$ cat src/rtl/mips_multicycle_ctrl.sv
// Main control FSM and ALU decoder for the multicycle MIPS datapath.
// Moore-style outputs decoded from state, plus the branch-qualified PC
// enable and the ALU function decode. Also counts retired instructions.
module mips_multicycle_ctrl #(
  parameter int unsigned CNT_W = 32
) (
  input  logic             clk,
  input  logic             rst_n,
  input  logic [5:0]       op,
  input  logic [5:0]       funct,
  input  logic             zero,
  output logic             iord,
  output logic             memwrite,
  output logic             irwrite,
  output logic             regdst,
  output logic             memtoreg,
  output logic             regwrite,
  output logic             alusrca,
  output logic [1:0]       alusrcb,
  output logic [1:0]       pcsrc,
  output logic             pcen,
  output logic [2:0]       alucontrol,
  output logic             instr_done,
  output logic             illegal_op,
  output logic [CNT_W-1:0] instr_count
);

  localparam logic [5:0] OpLw    = 6'b100011;
  localparam logic [5:0] OpSw    = 6'b101011;
  localparam logic [5:0] OpRtype = 6'b000000;
  localparam logic [5:0] OpBeq   = 6'b000100;
  localparam logic [5:0] OpAddi  = 6'b001000;
  localparam logic [5:0] OpJ     = 6'b000010;

  typedef enum logic [3:0] {
    StFetch, StDecode, StMemAdr, StMemRd, StMemWb, StMemWr,
    StExec, StAluWb, StBranch, StAddiEx, StAddiWb, StJump
  } state_e;

  state_e     state_q, state_d;
  logic [1:0] aluop;
  logic       pcwrite, branch;
  logic       irwrite_s, regwrite_s, memwrite_s;
  logic       funct_ok;

  // State register; reset abandons any instruction in flight.
  always_ff @(posedge clk or negedge rst_n) begin
    if (!rst_n) state_q <= StFetch;
    else        state_q <= state_d;
  end

  // Flags R-type funct codes the ALU decoder understands.
  always_comb begin
    funct_ok = 1'b0;
    unique case (funct)
      6'b100000, 6'b100010, 6'b100100, 6'b100101, 6'b101010: funct_ok = 1'b1;
      default: funct_ok = 1'b0;
    endcase
  end

  // Next-state logic and Moore outputs decoded from the current state.
  always_comb begin
    state_d    = state_q;
    iord       = 1'b0;
    memwrite_s = 1'b0;
    irwrite_s  = 1'b0;
    regdst     = 1'b0;
    memtoreg   = 1'b0;
    regwrite_s = 1'b0;
    alusrca    = 1'b0;
    alusrcb    = 2'b00;
    pcsrc      = 2'b00;
    aluop      = 2'b00;
    pcwrite    = 1'b0;
    branch     = 1'b0;
    instr_done = 1'b0;
    illegal_op = 1'b0;
    unique case (state_q)
      StFetch: begin
        alusrcb   = 2'b01;
        irwrite_s = 1'b1;
        pcwrite   = 1'b1;
        state_d   = StDecode;
      end
      StDecode: begin
        alusrcb = 2'b11;
        unique case (op)
          OpLw, OpSw: state_d = StMemAdr;
          OpRtype: begin
            state_d    = StExec;
            // Unknown funct is flagged but the instruction still runs as add.
            illegal_op = !funct_ok;
          end
          OpBeq:   state_d = StBranch;
          OpAddi:  state_d = StAddiEx;
          OpJ:     state_d = StJump;
          default: begin
            state_d    = StFetch;
            illegal_op = 1'b1;
          end
        endcase
      end
      StMemAdr: begin
        alusrca = 1'b1;
        alusrcb = 2'b10;
        state_d = (op == OpSw) ? StMemWr : StMemRd;
      end
      StMemRd: begin
        iord    = 1'b1;
        state_d = StMemWb;
      end
      StMemWb: begin
        memtoreg   = 1'b1;
        regwrite_s = 1'b1;
        instr_done = 1'b1;
        state_d    = StFetch;
      end
      StMemWr: begin
        iord       = 1'b1;
        memwrite_s = 1'b1;
        instr_done = 1'b1;
        state_d    = StFetch;
      end
      StExec: begin
        alusrca = 1'b1;
        aluop   = 2'b10;
        state_d = StAluWb;
      end
      StAluWb: begin
        regdst     = 1'b1;
        regwrite_s = 1'b1;
        instr_done = 1'b1;
        state_d    = StFetch;
      end
      StBranch: begin
        alusrca    = 1'b1;
        aluop      = 2'b01;
        pcsrc      = 2'b01;
        branch     = 1'b1;
        instr_done = 1'b1;
        state_d    = StFetch;
      end
      StAddiEx: begin
        alusrca = 1'b1;
        alusrcb = 2'b10;
        state_d = StAddiWb;
      end
      StAddiWb: begin
        regwrite_s = 1'b1;
        instr_done = 1'b1;
        state_d    = StFetch;
      end
      StJump: begin
        pcsrc      = 2'b10;
        pcwrite    = 1'b1;
        instr_done = 1'b1;
        state_d    = StFetch;
      end
      default: state_d = StFetch;
    endcase
  end

  // Write enables are gated by reset so nothing is written while it is held.
  always_comb begin
    irwrite  = irwrite_s & rst_n;
    regwrite = regwrite_s & rst_n;
    memwrite = memwrite_s & rst_n;
    pcen     = (pcwrite | (branch & zero)) & rst_n;
  end

  // ALU function decode from aluop and funct.
  always_comb begin
    alucontrol = 3'b000;
    unique case (aluop)
      2'b01: alucontrol = 3'b001;
      2'b10: begin
        unique case (funct)
          6'b100010: alucontrol = 3'b001;
          6'b100100: alucontrol = 3'b010;
          6'b100101: alucontrol = 3'b011;
          6'b101010: alucontrol = 3'b101;
          default:   alucontrol = 3'b000;
        endcase
      end
      default: alucontrol = 3'b000;
    endcase
  end

  // Retired-instruction counter, wraps naturally.
  always_ff @(posedge clk or negedge rst_n) begin
    if (!rst_n)          instr_count <= '0;
    else if (instr_done) instr_count <= instr_count + CNT_W'(1);
  end

endmodule

$ cat config.mk
export PLATFORM = sky130hd
export DESIGN_NAME = mips_multicycle_ctrl
export DESIGN_NICKNAME = d
export VERILOG_FILES = /design/src/rtl/mips_multicycle_ctrl.sv
export SDC_FILE = /design/constraint.sdc
export NUM_CORES = 1
export LEC_CHECK = 0
export BUFFER_PORTS_ARGS = -buffer_cell sky130_fd_sc_hd__buf_4
export CORE_MARGIN = 8
export CORE_UTILIZATION = 54
export DETAILED_ROUTE_END_ITERATION = 16
export GPL_TIMING_DRIVEN = 0
export PLACE_DENSITY = 0.81
export SLEW_MARGIN = 20
export SYNTH_ARGS = -nofsm -noshare
export SYNTH_HDL_FRONTEND = slang
export SYNTH_SLANG_ARGS = --single-unit
$ cat constraint.sdc
create_clock -name clk -period 4.6 [get_ports clk]
set_input_delay 0.69 -clock clk [delete_from_list [all_inputs] [get_ports clk]]
set_output_delay 0.69 -clock clk [all_outputs]
set_load 0.02 [all_outputs]
==> summary.md, run 1 <==
| Metric | Value |
|---|---|
| Outcome | `completed` |
| Die height | `76.98 um` |
| Post-CTS Hold Buffers | `0` |
| Warnings, synthesis | `0` |
| Slew Limit Fails | `0` |
| Clock sinks | `36` |
| Clock Latency Late Sink | `290 ps` |
| RD Place Congestion | `0.8026` |
| GR Util All Layers | `15.82%` |
| Post-route minimum period | `2910 ps` |
| Critical Path Sink | `alucontrol[2]` |
| Relative slew margins | `68.23%` |
| Worst r2r dst | `instr_count[30]$_DFFE_PN0P_` |
| CP max FO | `10` |
| # DRC | `0` |
| Flop-to-flop setup slack | `2770 ps` |
| DRT antenna net count | `0` |
| Synth-to-Final Area Change | `31.71%` |
| Final WL | `4.523 mm` |
| Yosys top cell by area | `dfrtp_1` |
| Port bufs | `62` |
| CTS buffer count | `5` |
| Root buffer cell | `clkbuf_8` |
| Top_reg_cell synth | `dfrtp_1` |
| Final hold vios | `0` |
| Starting Density | `55.69%` |
| Synthesized area | `2008 um2` |
| Pin count of the biggest net entering global routing | `41` |
| Post-CTS setup buffer count | `0` |
| Post-Syn Nets | `222` |
| H-tree depth | `2` |
| Max Root-Sink Buffers | `2` |
| EDFF count, synth | `0` |
| Slew @ Worst Pin | `473.0 ps` |
| Fin crit share | `63.27%` |
| Iter 0 DRT Violations | `88` |
| Initial antenna violation count | `0` |
| CTS clk-pin slew, worst paths | `80 ps` |
| Detailed-route wire length per cell | `14.05 um` |
| Share of cells above drive strength 1 | `28.83%` |
| Asr flop ratio synth | `100.0%` |
| DP Cell Count | `314` |
| Die ar. | `5926 um2` |
| Critical Path Sink Type | `output pin` |
| Slowest CP cell | `dfrtp_1` |
| Post-synth top cells | `36 x dfrtp_1, 27 x xnor2_1, 20 x nand2_1, 16 x nand3_1, 15 x nor2_1` |
| Pwr/cell area | `383.3 nW/um2` |
| Register bit total from synthesis | `36` |
| Worst R2R Path Depth | `5` |
| Clock skew | `6.646 ps` |
| Worst r2r src | `state_q[2]$_DFF_PN0_` |
| Nets | `291` |
| CP top delay family | `buffers and inverters` |
| DR pass1 iterations | `4` |
| Final worst setup slack | `1690 ps` |
| Final setup viols | `0` |
| Critical path startpoint category | `register` |
| Rows | `22` |
| Crit path arrival time | `2220 ps` |
| Core Region | `3606 um2` |
| Min-delay worst type | `input pin to async pin` |
| WP depth | `8` |
| Fill cells | `276` |
| Peak supply drop | `0.3146 mV` |
| Sequential fraction of the synthesis area | `44.86%` |
| Vias per cell | `5.295` |
| RSZ-0062 raised after global routing | `no` |
| Hpwl dp | `3.427 mm` |
| Setup crit start | `state_q[1]$_DFF_PN0_` |
| Leakage | `1.291 nW` |
| Worst Path Required | `3910 ps` |
| Pwr Total | `1.014 mW` |
| CTS tree | `yes` |
| Setup TNS | `0 ps` |
| Grt total ovfl | `0` |
| Diode count | `0` |
| Dpl ws | `1977 ps` |
| # resized after CTS | `0` |
| CP cell instances | `clkbuf_1, inv_1, nor2_1, nand2_1, inv_1, ha_1, nor4b_1, buf_4` |
| Top-area cell type share of the netlist area | `44.86%` |
| Setup CP Type | `register to output pin` |
| Crit path top cell by count | `inv_1` |
| Worst path bufs/invs | `4` |
| Post-synthesis cell count | `204` |
| Max-cap violations | `0` |
| First-pass GRT wire length | `7.797 mm` |
| Layout Cells excl Fill | `322` |
| Number of global-route vias before repair | `1728` |
| Largest cells by area after synthesis | `dfrtp_1 45%, xnor2_1 12%, nand3_1 4.0%, nand2_1 3.7%, xor2_1 3.1%` |
| Total number of vias | `1705` |
| FMAX | `343.6 MHz` |
| IO Count | `64` |
| Die X | `76.98 um` |
| Cell with the most instances after synthesis | `dfrtp_1` |
| CP peak stage delay | `430 ps` |
| Synth unique cells | `41` |
| Syn_area_per_cell | `9.844 um2` |
per-stage QoR:
stage / instance area (um2) / hold slack, ps / util, %
finish: 2645 / 351.5 / 73.35
global placement: 2534 / 465.7 / 70.26
detailed placement: 2534 / 471.6 / 70.26
CTS: 2645 / 357.2 / 73.35
floorplan: 2008 / 394.4 / -
global route: 2645 / 372.2 / 73.35
placed cells by master, fill, tap and decap left out, types with 2 or more instances in the layout:
master,instances
a21oi_1,9
and3_1,7
and4_1,4
buf_4,62
clkbuf_1,5
clkbuf_8,5
dfrtp_1,36
ha_1,3
inv_1,5
nand2_1,20
nand2b_1,3
nand3_1,16
nand4_1,6
nor2_1,15
nor2b_1,4
nor3_1,5
nor3b_1,4
o21ai_0,4
or3_1,2
xnor2_1,27
xor2_1,7
layer usage:
layer | routed length (um) | vias to the layer above | GRT usage (%)
li1 | - | 848 | -
met3 | 204 | 7 | 5.012
met4 | 76 | 0 | 6.226
met5 | 0 | - | 0
met1 | 1950 | 813 | 18.32
met2 | 2291 | 37 | 26.51
cell type report:
cell class / count / area (um2) / area share [%]
Sequential cell: 36 / 900.9 / 34.06
Multi-Input combinational cell: 156 / 1055 / 39.88
Clock inverter: 3 / 42.54 / 1.608
Timing Repair Buffer: 62 / 465.4 / 17.60
Buffer: 7 / 33.78 / 1.277
Clock buffer: 5 / 68.82 / 2.602
Tap cell: 48 / 60.06 / 2.271
Inverter: 5 / 18.77 / 0.7096
sequential cells by signal, summed over array words and instances (netlist names):
signal	cells
state_q	4
instr_count	32
power breakdown:
group          leakage [nW]  total (mW)  internal [mW]  switching [mW]
sequential            0.495       0.373          0.343          0.0295
combinational         0.742       0.366          0.160           0.206
clock                0.0541       0.275          0.160           0.115
total                  1.29        1.01          0.663           0.351
worst min path at each step:
stage / start / to / slack (ps)
global placement: instr_count[31]$_DFFE_PN0P_ / instr_count[31]$_DFFE_PN0P_ / 470
CTS: rst_n / instr_count[31]$_DFFE_PN0P_ / 360
detailed placement: instr_count[31]$_DFFE_PN0P_ / instr_count[31]$_DFFE_PN0P_ / 470
floorplan: rst_n / instr_count[0]$_DFFE_PN0P_ / 390
finish: rst_n / instr_count[31]$_DFFE_PN0P_ / 350
global route: rst_n / instr_count[20]$_DFFE_PN0P_ / 370
cells by family after synthesis:
family | count (synthesis) | share of synthesized area, %
flops | 36 | 44.86
buf+inv | 12 | 2.617
xor+xnor | 34 | 14.83
simple gates | 98 | 28.04
compound gates | 21 | 7.789
fa+ha+maj | 3 | 1.869
No activity file was read; power rests on OpenSTA's default activity.
==> inputs of run 2 (changes only) <==
ABC_AREA = 1   (was unset)
CORE_UTILIZATION = 53   (was 54)
PLACE_DENSITY = 0.77   (was 0.81)
clock period = 2.71 ns   (was 4.6 ns; I/O delays follow)
==> summary.md, run 2 <==
| Metric | Value |
|---|---|
| First-pass GRT wire length | `10.36 mm` |
| Cell with the most instances after synthesis | `nand2_1` |
| Asr flop ratio synth | `100.0%` |
| CTS buffer count | `5` |
| Worst path bufs/invs | `3` |
| Synth-to-Final Area Change | `26.73%` |
| Final WL | `5.963 mm` |
| Leakage | `1.530 nW` |
| Final hold vios | `0` |
| Diode count | `0` |
| Initial antenna violation count | `0` |
| Root buffer cell | `clkbuf_8` |
| Clock Latency Late Sink | `300 ps` |
| Core Region | `4324 um2` |
| Rows | `24` |
| Slew @ Worst Pin | `470.5 ps` |
| Setup TNS | `0 ps` |
| Total number of vias | `2283` |
| CP cell instances | `nor2_2, inv_1, nor2_1, inv_1, ha_1, nor3b_1, buf_4` |
| Min-delay worst type | `input pin to async pin` |
| Die X | `82.92 um` |
| DRT antenna net count | `0` |
| RD Place Congestion | `0.9079` |
| Hpwl dp | `4.683 mm` |
| Post-synthesis cell count | `328` |
| Share of cells above drive strength 1 | `24.56%` |
| Max-cap violations | `0` |
| RSZ-0062 raised after global routing | `no` |
| FMAX | `403.6 MHz` |
| Top Registers | `instr_count x32, state_q x4` |
| Max Root-Sink Buffers | `2` |
| Pin count of the biggest net entering global routing | `38` |
| Outcome | `completed` |
| Clock sinks | `36` |
| Relative slew margins | `68.63%` |
| Die height | `82.92 um` |
| Area of placed instances | `2912 um2` |
| CP top delay family | `simple AND/OR/NAND/NOR gates` |
| Starting Density | `54.89%` |
| Max reg flops | `32` |
| CP peak stage delay | `420 ps` |
| Detailed-route wire length per cell | `13.22 um` |
| Pwr/cell area | `554.1 nW/um2` |
| Largest cells by area after synthesis | `dfrtp_1 38%, nand2_1 14%, nor2_1 7.7%, inv_1 7.0%, nand3_1 4.2%` |
| Warnings, synthesis | `0` |
| Port bufs | `63` |
| Dpl ws | `553.2 ps` |
| GR Util All Layers | `17.82%` |
| CTS tree | `yes` |
| Fill cells | `377` |
| Fin crit share | `91.42%` |
| Commonest non-fill, non-tap cell in the layout | `nand2_1` |
| # resized after CTS | `0` |
| IO Count | `64` |
| Post-Syn Nets | `346` |
| Setup CP Type | `register to output pin` |
| Top_reg_cell synth | `dfrtp_1` |
| Peak supply drop | `0.3664 mV` |
| Die ar. | `6876 um2` |
| Most frequent cells in the layout | `87 x nand2_1, 63 x buf_4, 49 x nor2_1` |
| EDFF count, synth | `0` |
| Number of global-route vias before repair | `2226` |
| Critical path startpoint category | `register` |
| Post-CTS setup buffer count | `0` |
| Post-synth top cells | `87 x nand2_1, 49 x nor2_1, 44 x inv_1, 36 x dfrtp_1, 20 x nand3_1` |
| Critical Path Sink Type | `output pin` |
| Hold slack | `60.25 ps` |
| CTS clk-pin slew, worst paths | `80 ps` |
| Nets | `416` |
| Synthesized area | `2374 um2` |
| Vias per cell | `5.062` |
| Top-area cell type share of the netlist area | `37.95%` |
| CP max FO | `5` |
| Worst Path Required | `2300 ps` |
| Post-route minimum period | `2478 ps` |
| DR pass1 iterations | `4` |
| Sequential fraction of the synthesis area | `37.95%` |
| H-tree depth | `2` |
| Pwr Total | `1.667 mW` |
| Crit path arrival time | `2070 ps` |
| # DRC | `0` |
| Yosys top cell by area | `dfrtp_1` |
| Grt total ovfl | `0` |
| Post-CTS Hold Buffers | `0` |
| Register bit total from synthesis | `36` |
| Clock skew | `6.210 ps` |
| Design Area, Final | `3008 um2` |
| Final worst setup slack | `232.5 ps` |
| Slowest CP cell | `dfrtp_1` |
| Iter 0 DRT Violations | `130` |
| Slew Limit Fails | `0` |
| Reg with most FFs | `instr_count` |
| Synth unique cells | `30` |
| Final setup viols | `0` |
| Syn_area_per_cell | `7.236 um2` |
| Crit path top cell by count | `inv_1` |
==> run 2: changes by cell type after synthesis, sizes merged, moves of 7 or more <==
cell and delta:
nand2 +73, nor2 +43, inv +42, xnor2 -17
nand3 +9, nand3b +8, and3 -7
==> run 2: stage by stage <==
step           utilization (%)  std cells
5_1_grt                  69.56        451
3_3_place_gp             67.33        443
2_1_floorplan                -        328
3_5_place_dp             67.33        443
4_1_cts                  69.56        451
6_report                 69.56        451
==> run 2: worst paths after layout <==
path | startpoint | endpoint | slack [ps] | cells after the start
max | state_q[2]$_DFF_PN0_ | alucontrol[2] | 230 | 7
min | rst_n | instr_count[4]$_DFFE_PN0P_ | 60 | 1
max reg2reg | instr_count[0]$_DFFE_PN0P_ | instr_count[20]$_DFFE_PN0P_ | 1070 | 7
min reg2reg | instr_count[8]$_DFFE_PN0P_ | instr_count[8]$_DFFE_PN0P_ | 520 | 1
max in group asynchronous | rst_n | state_q[1]$_DFF_PN0_ | 2320 | 1
min in group clk | op[4] | state_q[1]$_DFF_PN0_ | 470 | 5
==> run 2: where the power goes <==
group	leakage, nW	switching [mW]	total, mW	internal (mW)
logic	0.982	0.391	0.621	0.231
registers	0.496	0.0554	0.633	0.578
clock network	0.0516	0.205	0.412	0.208
==> run 2: logic make-up (layout without fill, tap and decap cells) <==
logic type	count (synthesis)	after routing	synth area share (%)
XOR/XNOR	20	20	7.380
flip-flops	36	36	37.95
buffers and inverters	49	120	8.645
AND/OR/NAND/NOR	201	201	40.12
AO/OA/AOI/OAI	19	19	4.323
adder cells (fa/ha/maj)	3	3	1.582
==> run 2: area by class of cell <==
class / count / area [um2] / area share [%]
repair buffers: 63 / 473.0 / 15.72
clock inverters: 2 / 13.76 / 0.4576
flip-flops and latches: 36 / 900.9 / 29.95
multi-input cells: 243 / 1267 / 42.14
inverters: 47 / 178.9 / 5.948
well taps: 52 / 65.06 / 2.163
plain buffers: 2 / 26.28 / 0.8735
clock buffers: 6 / 82.58 / 2.745
==> run 2: routing by layer <==
metal,up-vias,wire length (um),GRT usage [%]
li1,1177,-,-
met4,0,68,5.751
met2,64,2743,28.57
met5,-,0,0
met3,7,290,4.395
met1,1035,2859,22.84
==> inputs of run 3 (changes only) <==
MAX_ROUTING_LAYER = met4   (was unset)
==> summary.md, run 3 (synthesis results as in run 2) <==
| Metric | Value |
|---|---|
| Outcome | `completed` |
| Post-route minimum period | `2477 ps` |
| CTS tree | `yes` |
| Diode count | `0` |
| Leakage | `1.530 nW` |
| Switch Pwr | `0.6516 mW` |
| Final WL | `5.971 mm` |
| Most frequent cells in the layout | `87 x nand2_1, 63 x buf_4, 49 x nor2_1` |
| Dpl ws | `553.2 ps` |
| Flop pwr share | `38.0%` |
| CP max FO | `5` |
| Clock skew | `6.134 ps` |
| Iter 0 DRT Violations | `126` |
| Crit path top cell by count | `inv_1` |
| Post-CTS Hold Buffers | `0` |
| DR pass1 iterations | `4` |
| FMAX | `403.8 MHz` |
| Setup crit start | `state_q[2]$_DFF_PN0_` |
| Max-cap violations | `0` |
| Die X | `82.92 um` |
| Die height | `82.92 um` |
| Final hold vios | `0` |
| Setup CP Type | `register to output pin` |
| # resized after CTS | `0` |
| CTS clk-pin slew, worst paths | `80 ps` |
| Min-delay worst type | `input pin to async pin` |
| Relative slew margins | `68.66%` |
| Root buffer cell | `clkbuf_8` |
| Grt total ovfl | `0` |
| Rows | `24` |
| IO Count | `64` |
| Pwr/cell area | `554.4 nW/um2` |
| CP top delay family | `simple AND/OR/NAND/NOR gates` |
| Nets | `416` |
| Final setup viols | `0` |
| Gate power share | `37.3%` |
| Area of placed instances | `2912 um2` |
| Final worst setup slack | `233.4 ps` |
| Post-CTS setup buffer count | `0` |
| RSZ-0062 raised after global routing | `no` |
| Worst path bufs/invs | `3` |
| Die ar. | `6876 um2` |
| Share of cells above drive strength 1 | `24.56%` |
| GR Util All Layers | `18.32%` |
| Synth-to-Final Area Change | `26.73%` |
| Detailed-route wire length per cell | `13.24 um` |
| First-pass GRT wire length | `10.36 mm` |
| Crit path arrival time | `2070 ps` |
| Initial antenna violation count | `0` |
| RD Place Congestion | `0.9235` |
| Clk pwr share | `24.7%` |
| Port bufs | `63` |
| Starting Density | `54.89%` |
| Clock sinks | `36` |
| Slowest CP cell | `dfrtp_1` |
| Fin crit share | `91.39%` |
| Design Area, Final | `3008 um2` |
| Core Region | `4324 um2` |
| Slew @ Worst Pin | `470.1 ps` |
| Hold slack | `60.58 ps` |
| Critical path startpoint category | `register` |
| CP peak stage delay | `420 ps` |
| Reg with most FFs | `instr_count` |
| Slew Limit Fails | `0` |
| CP cell instances | `nor2_2, inv_1, nor2_1, inv_1, ha_1, nor3b_1, buf_4` |
| Peak supply drop | `0.3664 mV` |
| Commonest non-fill, non-tap cell in the layout | `nand2_1` |
| H-tree depth | `2` |
| Worst r2r src | `instr_count[0]$_DFFE_PN0P_` |
| DRT antenna net count | `0` |
| # DRC | `0` |
| Vias per cell | `5.040` |
| Switching share of power | `39.07%` |
| Max reg flops | `32` |
| Critical Path Sink Type | `output pin` |
| Total number of vias | `2273` |
| Hpwl dp | `4.683 mm` |
| Pin count of the biggest net entering global routing | `38` |
| Top Registers | `instr_count x32, state_q x4` |
| Internal power | `1.016 mW` |
| Number of global-route vias before repair | `2226` |
| CTS buffer count | `5` |
| Clock Latency Late Sink | `300 ps` |
| Worst Path Required | `2300 ps` |
| Setup TNS | `0 ps` |
| Max Root-Sink Buffers | `2` |
run 3: cell counts in the layout (fill, tap and decap cells not counted):
No cell type changed its count.
run 3: worst register-to-register path, stage by stage (launching register included):
cell	delay, ps
dfrtp_1	420
ha_1	200
nand3_1	140
nor2_4	200
nand2_1	90
nor2_2	250
nand2_1	110
xnor2_1	130
run 3: per-stage QoR:
step / instances / util, % / total power, mW
after detailed placement: 443 / 67.33 / 1.268
after floorplan: 328 / - / 1.028
after CTS: 451 / 69.56 / 1.682
final: 451 / 69.56 / 1.668
after global routing: 451 / 69.56 / 1.769
after global placement: 443 / 67.33 / 1.262
run 3: final timing paths:
kind	to	slack, ps	depth (start not counted)
max	alucontrol[2]	230	7
min	instr_count[4]$_DFFE_PN0P_	60	1
max reg2reg	instr_count[20]$_DFFE_PN0P_	1070	7
min reg2reg	instr_count[8]$_DFFE_PN0P_	520	1
max in group asynchronous	state_q[1]$_DFF_PN0_	2320	1
min in group clk	state_q[1]$_DFF_PN0_	470	5
run 3: final cells by class:
class	instances	area (um2)
Buffer	2	26.28
Clock buffer	6	82.58
Clock inverter	2	13.76
Fill cell	377	1316
Inverter	47	178.9
Multi-Input combinational cell	243	1267
Sequential cell	36	900.9
Tap cell	52	65.06
Timing Repair Buffer	63	473.0
run 3: routing by layer:
metal / up-vias / share of wire (%) / GRT usage, %
met1: 1020 / 48 / 23.01
met3: 7 / 5.1 / 4.102
met5: - / 0 / -
met4: 0 / 1.1 / 5.751
li1: 1177 / - / -
met2: 69 / 46 / 28.57
run 3: power groups by stage:
stage	logic, mW	clock network (mW)	registers (mW)
after floorplan	0.366	0	0.662
after global placement	0.620	0	0.642
after detailed placement	0.625	0	0.643
after CTS	0.629	0.421	0.632
after global routing	0.682	0.443	0.645
final	0.622	0.413	0.633
